### src/rtl/sram_bank_ctrl.sv
// sram_bank_ctrl: word-request decoder onto SRAM banks with light-sleep and wake stall
module sram_bank_ctrl #(
  parameter int ADDR_WIDTH   = 32,
  parameter int DATA_WIDTH   = 64,
  parameter int BANK_NUM     = 4,
  parameter int BANK_DEPTH   = 512,
  parameter int SLEEP_CYCLES = 16
) (
  input  logic                             aclk,
  input  logic                             aresetn,
  input  logic                             en_i,
  input  logic                             wen_i,
  input  logic [DATA_WIDTH/8-1:0]          bm_i,
  input  logic [ADDR_WIDTH-1:0]            addr_i,
  input  logic [DATA_WIDTH-1:0]            dat_i,
  output logic                             gnt_o,
  output logic                             rvalid_o,
  output logic [DATA_WIDTH-1:0]            dat_o,
  output logic                             err_o,
  output logic [BANK_NUM-1:0]              bank_en_o,
  output logic                             bank_wen_o,
  output logic [DATA_WIDTH/8-1:0]          bank_bm_o,
  output logic [$clog2(BANK_DEPTH)-1:0]    bank_addr_o,
  output logic [DATA_WIDTH-1:0]            bank_wdat_o,
  input  logic [BANK_NUM*DATA_WIDTH-1:0]   bank_rdat_i,
  output logic [BANK_NUM-1:0]              bank_ls_o
);
  localparam int OFF = $clog2(DATA_WIDTH/8);
  localparam int RW  = $clog2(BANK_DEPTH);
  localparam int BW  = BANK_NUM > 1 ? $clog2(BANK_NUM) : 1;
  localparam int CW  = SLEEP_CYCLES > 1 ? $clog2(SLEEP_CYCLES) : 1;

  typedef enum logic [1:0] {ACTIVE, SLEEP, WAKE} state_t;

  logic [ADDR_WIDTH-1:0] w_word, w_bank;
  logic [BW-1:0]         w_sel;
  logic                  w_oor, w_acc;
  logic [BANK_NUM-1:0]   w_active, w_hit;
  logic [DATA_WIDTH-1:0] w_rdat [BANK_NUM];
  logic                  r_rd, r_oor, r_err;
  logic [BW-1:0]         r_sel;

  assign w_word      = addr_i >> OFF;
  assign w_bank      = w_word >> RW;
  assign w_oor       = w_bank >= ADDR_WIDTH'(BANK_NUM);
  assign w_sel       = w_bank[BW-1:0];
  assign gnt_o       = !en_i || w_oor || w_active[w_sel];
  assign w_acc       = en_i && gnt_o;
  assign bank_wen_o  = wen_i;
  assign bank_bm_o   = bm_i;
  assign bank_addr_o = w_word[RW-1:0];
  assign bank_wdat_o = dat_i;
  assign rvalid_o    = r_rd;
  assign err_o       = r_err;
  assign dat_o       = (r_rd && !r_oor) ? w_rdat[r_sel] : '0;

  for (genvar b = 0; b < BANK_NUM; b++) begin : g_bank
    state_t        r_state, w_nstate;
    logic [CW-1:0] r_cnt, w_ncnt;
    assign w_rdat[b]    = bank_rdat_i[b*DATA_WIDTH +: DATA_WIDTH];
    assign w_hit[b]     = !w_oor && (w_sel == BW'(b));
    assign bank_en_o[b] = w_acc && w_hit[b];
    assign w_active[b]  = r_state == ACTIVE;
    assign bank_ls_o[b] = r_state == SLEEP;
    // bank power state and idle counter
    always_ff @(posedge aclk or negedge aresetn) begin
      if (!aresetn) begin
        r_state <= ACTIVE;
        r_cnt   <= '0;
      end else begin
        r_state <= w_nstate;
        r_cnt   <= w_ncnt;
      end
    end
    // an enable always beats the sleep threshold; a wake completes even if en_i drops
    always_comb begin
      w_nstate = r_state;
      w_ncnt   = r_cnt;
      case (r_state)
        ACTIVE: begin
          if (bank_en_o[b]) w_ncnt = '0;
          else if (SLEEP_CYCLES != 0 && r_cnt == CW'(SLEEP_CYCLES - 1)) w_nstate = SLEEP;
          else if (r_cnt != '1) w_ncnt = r_cnt + 1'b1;
        end
        SLEEP: w_nstate = (en_i && w_hit[b]) ? WAKE : SLEEP;
        default: begin
          w_nstate = ACTIVE;
          w_ncnt   = '0;
        end
      endcase
    end
  end

  // one-cycle read response and out-of-range pulse
  always_ff @(posedge aclk or negedge aresetn) begin
    if (!aresetn) begin
      r_rd  <= 1'b0;
      r_oor <= 1'b0;
      r_err <= 1'b0;
      r_sel <= '0;
    end else begin
      r_rd  <= w_acc && !wen_i;
      r_oor <= w_oor;
      r_err <= w_acc && w_oor;
      r_sel <= w_sel;
    end
  end
endmodule

### config.mk
export PLATFORM = sky130hd
export DESIGN_NAME = sram_bank_ctrl
export DESIGN_NICKNAME = d
export VERILOG_FILES = /design/src/rtl/sram_bank_ctrl.sv
export SDC_FILE = /design/constraint.sdc
export NUM_CORES = 1
export LEC_CHECK = 0
export ABC_CLOCK_PERIOD_IN_PS = 3000
export BUFFER_PORTS_ARGS = -buffer_cell sky130_fd_sc_hd__buf_2
export CORE_AREA = 5 5 200 202
export CTS_CLUSTER_SIZE = 24
export DETAILED_ROUTE_END_ITERATION = 8
export DIE_AREA = 0 0 205 207
export PLACE_DENSITY_LB_ADDON = 0.05
export REMOVE_ABC_BUFFERS = 1
export SLEW_MARGIN = 40
export SYNTH_ARGS = -nofsm -noshare
export SYNTH_HDL_FRONTEND = slang
export SYNTH_SLANG_ARGS = --single-unit
export TNS_END_PERCENT = 1
### constraint.sdc
create_clock -name aclk -period 3 [get_ports aclk]
set_input_delay 0.3 -clock aclk [delete_from_list [all_inputs] [get_ports aclk]]
set_output_delay 0.3 -clock aclk [all_outputs]
set_load 0.05 [all_outputs]
==> results.cfg <==
[power_and_ir_drop]
powerDensity_nw_per_um2 = 227
ir_drop_v = 0.000177
leakagePower_nw = 2.83
power_mw = 1.38

[synthesis]
yosys_warnings = 0
synth_area_um2 = 4110
ys_top_cells_by_area = mux4_2, dfrtp_1, buf_4, nor2b_1, nand2_1
ys_seq_area_share_pct = 17.6
synthCells = 410
synth_cell_types = 32
synth.avg_cell_area_um2 = 10.0
synth.top_cell.area_share_pct = 35.0
yosys.area.top_type = mux4_2
ys_ff_latch = 29

[floorplan]
row_count = 72
dieArea_um2 = 42400
fp.dieW_um = 205
start_util_pct = 10.8
ios = 521
placeableCoreArea_um2 = 38100
die_h_um = 207

[global_route]
grt_pass1_vias = 4753
antenna_found_initial = 6
grt_max_degree = 46
grt_use_total_pct = 13.0
grt_pass1_wl_um = 39600
gr-total-overflow = 0

[cells_and_area]
fin_nets = 1036
fin_cells = 1188
post-route-cell-area_um2 = 6080
final_core_util_pct = 15.9
synthToLayoutAreaGrowth_pct = 47.7
drive_gt1_share_pct = 67.0

[timing]
period_needed_ps = 2530
hold_viol = 0
slew_headroom_pct = 58.8
setup_viol = 0
max_freq_ghz = 0.396
finClkSkew_ps = 8.70
period_share_pct = 84.3
rsz0062_at_grt = no
slew_violations = 0
worstMarginPinSlew_ps = 618

[placed_design]
placed_cells = 1178
hpwl_um = 25400
place.gp.congestion = 0.837
postPlaceCellArea_um2 = 5900
io_buffers = 355

[clock_network]
clk_path_buf_depth = 2
tritoncts = yes
root_buffer = clkbuf_16
clk_pin_slew_ps = 60
clkLatencyLatePin_ps = 280
cts-buffers-inserted = 5
cts.sinks = 29
postCtsSetupRepairBufs = 0
htreeDepth = 2

[worst_setup_path]
critPathMaxFanout = 17
end_kind = output port
r2r_slack_ps = 1540
worst_setup_path_start_kind = flip-flop
critPathArrivalTime_ps = 2230
startpoint = r_sel[0]
timing.critical_path.required_ps = 2700
crit_type = reg -> out
timing.rr.start = g_bank[3].r_cnt[0]

[routing]
route.detailed.drc = 0
drt_wl_total_um = 29600
drt-vias-per-instance = 3.75
vias = 4458
wire_per_inst_um = 24.9
dr.pass1.iters = 4
drtIter0Drc = 228
ant_nets = 0

[job]
max_cap_viol_count = 0

[hold_path]
hp-class = in -> reg
hold_start = wen_i

[status]
run_status = complete, no violations
-- timing repair --
action	CTS	global route
hold buffers	0	1
hold endpoints to repair	0	6
resized for setup	0	0
endpoints found under the setup margin	0	0
-- area by class of cell --
type,instances,area (um2)
antenna,1,2.50
clock buffer,7,153
clock inverter,1,5.00
fill,4395,32000
inverter,8,30.0
multi-input combinational,259,2600
sequential,29,731
tap,518,648
timing repair buffer,365,1910
-- layout by cell type (no fill, tap or decap), drive strengths merged, types with 2 or more instances in the layout --
| cell type | instances |
|---|---|
| ha | 4 |
| mux4 | 64 |
| or3 | 2 |
| nor3b | 4 |
| buf | 364 |
| inv | 8 |
| a31oi | 8 |
| a21oi | 9 |
| nand3 | 12 |
| nand2 | 24 |
| o21ai | 5 |
| and3 | 4 |
| nor3 | 20 |
| nor2b | 68 |
| nand4 | 3 |
| nor2 | 13 |
| clkbuf | 7 |
| dfrtp | 29 |
| nor4 | 4 |
| a211oi | 6 |
| a41oi | 4 |
-- worst max-delay path: stages, from the launching register on --
cell and delay [ps]:
dfrtp_4 670, buf_4 260, mux4_2 520, nor2b_1 180, buf_2 270
-- flip-flops by register name, indices dropped and copies added, names as in the netlist --
signal,flops
r_sel,2
r_oor,1
err_o,1
g_bank.r_cnt,16
g_bank.r_state,8
rvalid_o,1
-- logic make-up after synthesis --
logic type | Yosys count | share of synthesized area [%]
AOI/OAI and AO/OA | 32 | 5.23
adders and majority gates | 4 | 1.22
buffers and inverters | 122 | 19.2
DFF | 29 | 17.6
muxes | 64 | 35.0
and+or+nand+nor | 159 | 21.7
-- cell usage after synthesis --
cell type,n
buf_1,1
nor3b_1,4
nor2_1,13
nand3_1,12
mux4_2,64
nor4_1,4
a21oi_1,7
buf_4,82
or2_2,1
nand4_1,3
a31oi_1,8
clkbuf_1,22
nor2b_1,68
or4_1,1
or3_1,2
a211oi_1,6
dfrtp_1,29
nand2_1,24
o21ai_2,2
inv_1,8
buf_6,2
ha_1,4
nor3_2,4
a21oi_2,2
and3_1,4
buf_2,7
o21ai_0,3
nand2b_1,1
or4b_1,1
nor3_1,16
and2_1,1
a41oi_1,4
-- final timing paths --
path                       cells after the start            endpoint
max                                            4           dat_o[60]
min                                            2            rvalid_o
max reg2reg                                    5  g_bank[3].r_cnt[1]
min reg2reg                                    2  g_bank[3].r_cnt[3]
max in group asynchronous                      2            r_sel[0]
min in group asynchronous                      2  g_bank[1].r_cnt[3]
-- metal layers --
layer  share of wire [%]  vias up  GRT usage (%)  routed length (um)
li1                    -     1940              -                   -
met1                  37     2135           14.1               10900
met2                  44      343           20.4               13100
met3                  17       26           9.71                4940
met4                0.99       14           1.71                 294
met5                 1.1        -           4.95                 337
-- stage by stage --
| stage | setup WS (ps) | hold slack (ps) | setup TNS (ps) |
|---|---|---|---|
| 4_1_cts | 355 | 119 | 0 |
| 6_report | 472 | 205 | 0 |
| 5_1_grt | 320 | 213 | 0 |
| 3_3_place_gp | 548 | 424 | 0 |
| 2_1_floorplan | -1060 | 4.41 | -67720 |
| 3_5_place_dp | 548 | 416 | 0 |
-- where the power goes --
part / internal (mW) / switching [mW]
logic: 0.297 / 0.139
clock network: 0.351 / 0.186
registers: 0.395 / 0.0103
Note: power is estimated with default switching activity, not from simulation.
